### src/rtl/seg_scan_ctrl_if.sv
// Display-side bundle for seg_scan_ctrl: value load strobe in, scanned pins and status out.
// The master drives load/value/dp_en and the slave (the controller) drives the display outputs.
interface seg_scan_ctrl_if;
   logic        load;
   logic [15:0] value;
   logic [3:0]  dp_en;
   logic [3:0]  an;
   logic [6:0]  seg;
   logic        dp;
   logic        pending;
   logic        frame_tick;

   modport master (
      output load, value, dp_en,
      input  an, seg, dp, pending, frame_tick
   );

   modport slave (
      input  load, value, dp_en,
      output an, seg, dp, pending, frame_tick
   );
endinterface

### src/rtl/seg_scan_ctrl.sv
// 4-digit common-anode 7-segment scan controller with frame-boundary double buffering.
// Optional feature macro: LEADING_ZERO_BLANK_EN (blanks leading zero digits 3..1).
module seg_scan_ctrl #(
   parameter int SCAN_DIV = 100000
) (
   input logic           clock,
   input logic           reset,
   seg_scan_ctrl_if.slave bus
);

   localparam int CW = (SCAN_DIV > 1) ? $clog2(SCAN_DIV) : 1;

   // State codes equal the anode pattern of the lit digit.
   typedef enum logic [3:0] {
      DIG0 = 4'b1110,
      DIG3 = 4'b0111,
      DIG2 = 4'b1011,
      DIG1 = 4'b1101
   } digit_t;

   digit_t      digit, digit_next;
   logic [CW-1:0] cnt;
   logic        advance, boundary;
   logic [15:0] pend_value, shadow_value, shadow_value_next;
   logic [3:0]  pend_dp, shadow_dp, shadow_dp_next;
   logic        pending_q, frame_tick_q, dp_q;
   logic [3:0]  an_q, nib;
   logic [6:0]  seg_q, seg_next;
   logic [1:0]  idx_next;
   logic        dp_next;

   function automatic logic [6:0] hex7(input logic [3:0] n);
      case (n)
         4'h0: hex7 = 7'b1000000;
         4'h1: hex7 = 7'b1111001;
         4'h2: hex7 = 7'b0100100;
         4'h3: hex7 = 7'b0110000;
         4'h4: hex7 = 7'b0011001;
         4'h5: hex7 = 7'b0010010;
         4'h6: hex7 = 7'b0000010;
         4'h7: hex7 = 7'b1111000;
         4'h8: hex7 = 7'b0000000;
         4'h9: hex7 = 7'b0010000;
         4'hA: hex7 = 7'b0001000;
         4'hB: hex7 = 7'b0000011;
         4'hC: hex7 = 7'b1000110;
         4'hD: hex7 = 7'b0100001;
         4'hE: hex7 = 7'b0000110;
         default: hex7 = 7'b0001110;
      endcase
   endfunction

   assign advance  = (cnt == CW'(SCAN_DIV - 1));
   assign boundary = advance && (digit == DIG1);

   always_ff @(posedge clock or posedge reset) begin
      if (reset) digit <= DIG0;
      else       digit <= digit_next;
   end

   // Scan order D0 -> D3 -> D2 -> D1; any illegal code recovers to D0.
   always_comb begin
      digit_next = digit;
      if (advance) begin
         case (digit)
            DIG0:    digit_next = DIG3;
            DIG3:    digit_next = DIG2;
            DIG2:    digit_next = DIG1;
            DIG1:    digit_next = DIG0;
            default: digit_next = DIG0;
         endcase
      end
   end

   // A load landing on the boundary edge bypasses pend and commits straight away.
   always_comb begin
      shadow_value_next = shadow_value;
      shadow_dp_next    = shadow_dp;
      if (boundary && bus.load) begin
         shadow_value_next = bus.value;
         shadow_dp_next    = bus.dp_en;
      end else if (boundary && pending_q) begin
         shadow_value_next = pend_value;
         shadow_dp_next    = pend_dp;
      end
   end

   // Outputs are decoded from next-state values so they update on the same edge as the digit.
   always_comb begin
      case (digit_next)
         DIG3:    idx_next = 2'd3;
         DIG2:    idx_next = 2'd2;
         DIG1:    idx_next = 2'd1;
         default: idx_next = 2'd0;
      endcase
      nib     = shadow_value_next[{idx_next, 2'b00} +: 4];
      dp_next = ~shadow_dp_next[idx_next];
`ifdef LEADING_ZERO_BLANK_EN
      case (idx_next)
         2'd3:    seg_next = (shadow_value_next[15:12] == 4'h0) ? 7'h7F : hex7(nib);
         2'd2:    seg_next = (shadow_value_next[15:8] == 8'h00) ? 7'h7F : hex7(nib);
         2'd1:    seg_next = (shadow_value_next[15:4] == 12'h000) ? 7'h7F : hex7(nib);
         default: seg_next = hex7(nib);
      endcase
`else
      seg_next = hex7(nib);
`endif
   end

   // Prescaler, double buffer and registered pin drivers.
   always_ff @(posedge clock or posedge reset) begin
      if (reset) begin
         cnt          <= '0;
         pend_value   <= '0;
         pend_dp      <= '0;
         shadow_value <= '0;
         shadow_dp    <= '0;
         pending_q    <= 1'b0;
         frame_tick_q <= 1'b0;
         an_q         <= 4'b1110;
         seg_q        <= 7'b1000000;
         dp_q         <= 1'b1;
      end else begin
         cnt          <= advance ? '0 : cnt + CW'(1);
         shadow_value <= shadow_value_next;
         shadow_dp    <= shadow_dp_next;
         if (bus.load) begin
            pend_value <= bus.value;
            pend_dp    <= bus.dp_en;
         end
         if (boundary)      pending_q <= 1'b0;
         else if (bus.load) pending_q <= 1'b1;
         frame_tick_q <= boundary;
         an_q         <= digit_next;
         seg_q        <= seg_next;
         dp_q         <= dp_next;
      end
   end

   assign bus.an         = an_q;
   assign bus.seg        = seg_q;
   assign bus.dp         = dp_q;
   assign bus.pending    = pending_q;
   assign bus.frame_tick = frame_tick_q;

endmodule

### src/flat_wrapper.sv
// flat-port wrapper written by rule: the top's interface ports become plain ports
module seg_scan_ctrl_flat 
#(
   parameter int SCAN_DIV = 100000
)
  (clock, reset, bus_load, bus_value, bus_dp_en, bus_an, bus_seg, bus_dp, bus_pending, bus_frame_tick);
  seg_scan_ctrl_if bus_i ();
  input logic clock;
  input logic reset;
  input wire logic [$bits(bus_i.load)-1:0] bus_load;
  input wire logic [$bits(bus_i.value)-1:0] bus_value;
  input wire logic [$bits(bus_i.dp_en)-1:0] bus_dp_en;
  output wire logic [$bits(bus_i.an)-1:0] bus_an;
  output wire logic [$bits(bus_i.seg)-1:0] bus_seg;
  output wire logic [$bits(bus_i.dp)-1:0] bus_dp;
  output wire logic [$bits(bus_i.pending)-1:0] bus_pending;
  output wire logic [$bits(bus_i.frame_tick)-1:0] bus_frame_tick;
  assign bus_i.load = bus_load;
  assign bus_i.value = bus_value;
  assign bus_i.dp_en = bus_dp_en;
  assign bus_an = bus_i.an;
  assign bus_seg = bus_i.seg;
  assign bus_dp = bus_i.dp;
  assign bus_pending = bus_i.pending;
  assign bus_frame_tick = bus_i.frame_tick;
  seg_scan_ctrl #(.SCAN_DIV(SCAN_DIV)) u_core (.clock(clock), .reset(reset), .bus(bus_i));
endmodule
### config.mk
export PLATFORM = sky130hd
export DESIGN_NAME = seg_scan_ctrl_flat
export DESIGN_NICKNAME = d
export VERILOG_FILES = /design/src/rtl/seg_scan_ctrl_if.sv /design/src/rtl/seg_scan_ctrl.sv /design/src/flat_wrapper.sv
export SDC_FILE = /design/constraint.sdc
export NUM_CORES = 1
export LEC_CHECK = 0
export CAP_MARGIN = 25
export CORE_ASPECT_RATIO = 1.5
export CORE_MARGIN = 2
export CORE_UTILIZATION = 45
export DETAILED_ROUTE_END_ITERATION = 8
export GPL_ROUTABILITY_DRIVEN = 0
export GPL_TIMING_DRIVEN = 0
export PLACE_DENSITY_LB_ADDON = 0.15
export SYNTH_ARGS = -nofsm -noshare
export SYNTH_HDL_FRONTEND = slang
export SYNTH_SLANG_ARGS = --single-unit
### constraint.sdc
create_clock -name clock -period 3 [get_ports clock]
set_input_delay 0.9 -clock clock [delete_from_list [all_inputs] [get_ports clock]]
set_output_delay 0.9 -clock clock [all_outputs]
set_load 0.05 [all_outputs]
==> impl_metrics.env <==
export IMPL_hold_class="reg -> reg"
export IMPL_area_growth_pct=33.98
export IMPL_drt_iter0_drc=149
export IMPL_final_util_pct=62.34
export IMPL_synthTopCellsByArea="dfrtp_1, mux2_2, mux2i_1"
export IMPL_fin_ws_ns=0.05238
export IMPL_cts_hold_buf=0
export IMPL_async_flop_share_pct=100.0
export IMPL_vias=2715
export IMPL_synth_cell_types=51
export IMPL_synth_top_area_share_pct=46.33
export IMPL_ys_seq_area_share_pct=50.02
export IMPL_ios=37
export IMPL_routed_top_layer="met4"
export IMPL_final_cell_area_um2=4776
export IMPL_path_clk_slew_ns=0.06
export IMPL_slew_viol_final=0
export IMPL_grt_max_degree=72
export IMPL_seqCellArea_um2=1783
export IMPL_power_density_nw_per_um2=500.7
export IMPL_drive_above_1_share_pct=31.47
export IMPL_ys_warn_count=0
export IMPL_htreeDepth=3
export IMPL_mostFrequentLayoutCells="dfrtp_1, nand2_1, clkdlybuf4s50_1"
export IMPL_clkPwrFrac_pct=43.5
export IMPL_share_seq_of_total_power_pct=43.6
export IMPL_wl_met3_um=304
export IMPL_relSlewSlack_pct=41.06
export IMPL_timing_hold_ws_ns=0.4818
export IMPL_criticalPathCategory="reg -> reg"
export IMPL_cts_max_path_buffers=2
export IMPL_final_common_cell="dfrtp_1"
export IMPL_grt_pass1_vias=2768
export IMPL_cts_root_buf="clkbuf_16"
export IMPL_clock_skew_ns=0.005703
export IMPL_setup_viol=0
export IMPL_cap_violations=0
export IMPL_core_um2=7661
export IMPL_cp_max_fo=5
export IMPL_yosys_most_used_dff="dfrtp_1"
export IMPL_numPortBuffers=35
export IMPL_worstPathRequired_ns=3.25
export IMPL_fin_crit_ns=2.948
export IMPL_switching_share_pct=24.63
export IMPL_yosys_area_top_type="dfrtp_1"
export IMPL_outcome="completed"
export IMPL_post_place_ws_ns=-0.4742
export IMPL_wl_met2_um=4247
export IMPL_multi_input_area_um2=1867
export IMPL_r2r_end="u_core.bus.seg[3]$_DFF_PP0_"
export IMPL_crit_path_end_kind="flop"
export IMPL_p_switching_mw=0.5891
export IMPL_cp_startpoint="u_core.cnt[5]$_DFF_PP0_"
export IMPL_syn_avg_cell_area_um2=11.21
export IMPL_r2r_cells=11
export IMPL_fin_nets=419
export IMPL_setup_tns_ns=0
export IMPL_cp_arrival_ns=3.19
export IMPL_numCtsBuffers=9
export IMPL_drc=0
export IMPL_die_area_um2=8664
export IMPL_r2r_start="u_core.cnt[5]$_DFF_PP0_"
export IMPL_worstSetupStartpointType="flop"
export IMPL_wl_per_cell_um=16.39
export IMPL_endpoint="u_core.bus.seg[3]$_DFF_PP0_"
export IMPL_clock_latency_ns=0.33
export IMPL_grtUsageTotal_pct=19.55
export IMPL_cts_sinks=71
export IMPL_nFillCells=631
export IMPL_wl_met1_um=3407
export IMPL_core_rowCount=39
export IMPL_intPower_mw=1.802
export IMPL_hpwl_um=5330
export IMPL_grt_pass1_wl_um=13370
export IMPL_finalHoldViolations=0
export IMPL_rrSetupSlack_ns=0.05
export IMPL_wirelength_um=8127
export IMPL_antenna_found_initial=0
export IMPL_clock_fmax_mhz=339.3
export IMPL_cts_tree="yes"
export IMPL_combPwrFrac_pct=12.9
export IMPL_drtPass1Iterations=4
export IMPL_viasPerCell=5.474
export IMPL_synth_edff_count=0
export IMPL_synth_area_um2=3565
export IMPL_ys_seq_elements=71
export IMPL_period_share_pct=98.25
export IMPL_num_antenna_cells=0
export IMPL_initial_core_util_pct=46.53
export IMPL_grt_overflow=0
export IMPL_postRouteAntennaNets=0
export IMPL_fp_dieH_um=113.0
export IMPL_power_leakage_nw=2.020
export IMPL_ir_drop_mv=0.4469
export IMPL_syn_num_nets=348
export IMPL_rsz0062_at_grt="true"
export IMPL_synthCells=318
export IMPL_place_area_um2=4045
export IMPL_die_w_um=76.67
export IMPL_worstMarginPinSlew_ns=0.8841
flip-flops by register name, indices dropped and copies added (netlist names):
signal	cells
u_core.cnt	17
u_core.pend_value	16
u_core.shadow_value	16
u_core.bus.seg	7
u_core.digit	4
u_core.pend_dp	4
u_core.shadow_dp	4
u_core.bus.dp	1
u_core.bus.frame_tick	1
u_core.bus.pending	1
worst max-delay path: stages (launching register included):
cell and delay, ns:
dfrtp_1 0.37, buf_6 0.13, nor4b_4 0.38, and4_4 0.31, nand3_1 0.22, nand3_4 0.20, mux4_2 0.66, inv_4 0.14
ha_4 0.20, inv_2 0.05, mux2i_1 0.06, mux2i_1 0.13
timing repair:
item / in CTS / in global routing
endpoints found under the setup margin: 7 / 7
buffers inserted: 9 / 16
pin swaps: 4 / 15
gates resized for setup: 17 / 39
worst min-delay path by stage:
stage                                   endpoint                              start  cells after the start
2_1_floorplan  u_core.pend_value[13]$_DFFE_PP0P_  u_core.pend_value[13]$_DFFE_PP0P_                      2
3_3_place_gp             u_core.cnt[0]$_DFF_PP0_            u_core.cnt[0]$_DFF_PP0_                      1
3_5_place_dp    u_core.pend_value[9]$_DFFE_PP0P_   u_core.pend_value[9]$_DFFE_PP0P_                      2
4_1_cts         u_core.pend_value[9]$_DFFE_PP0P_   u_core.pend_value[9]$_DFFE_PP0P_                      2
5_1_grt        u_core.pend_value[13]$_DFFE_PP0P_  u_core.pend_value[13]$_DFFE_PP0P_                      2
6_report       u_core.pend_value[13]$_DFFE_PP0P_  u_core.pend_value[13]$_DFFE_PP0P_                      2
metal layers:
| layer | vias up | track usage [%] |
|---|---|---|
| li1 | 1288 | - |
| met4 | 0 | 8.121 |
| met1 | 1354 | 23.74 |
| met2 | 58 | 32.98 |
| met3 | 15 | 5.024 |
| met5 | - | 0 |
stage by stage:
stage	cells	power (mW)
3_3_place_gp	455	1.331
4_1_cts	480	2.379
5_1_grt	496	2.476
6_report	496	2.391
2_1_floorplan	318	1.238
3_5_place_dp	455	1.339
power groups by stage:
stage | clock, mW | combinational [mW] | sequential, mW
CTS | 1.05 | 0.285 | 1.04
detailed placement | 0 | 0.281 | 1.06
finish | 1.04 | 0.309 | 1.04
floorplan | 0 | 0.129 | 1.11
global route | 1.09 | 0.334 | 1.05
global placement | 0 | 0.276 | 1.06
kinds of logic (layout without fill, tap and decap cells):
group / Yosys count / in the layout / share of synthesized area [%]
simple gates: 115 / 115 / 17.94
flops: 71 / 71 / 50.02
mux: 43 / 43 / 13.65
compound gates: 41 / 41 / 8.529
buf+inv: 25 / 101 / 3.475
xor+xnor: 16 / 16 / 3.931
fa+ha+maj: 7 / 7 / 2.457
cells in the mapped netlist (6+ instances only):
cell	n
buf_2	6
nor4_1	10
inv_1	8
a31oi_1	7
a221o_1	7
xor2_1	8
nand2_1	40
mux2_2	22
mux2i_1	18
o31ai_1	7
ha_1	7
dfrtp_1	66
nor2_1	16
nand3_1	13
xnor2_1	8
area by class of cell:
cell class | instances | share of cell area (%)
plain buffers | 16 | 2.541
clock buffers | 14 | 5.947
clock inverters | 2 | 0.2620
inverters | 9 | 0.8646
multi-input cells | 222 | 39.09
flip-flops and latches | 71 | 37.33
well taps | 102 | 2.672
repair buffers | 60 | 11.29
Power figures use the tool's default switching activity.
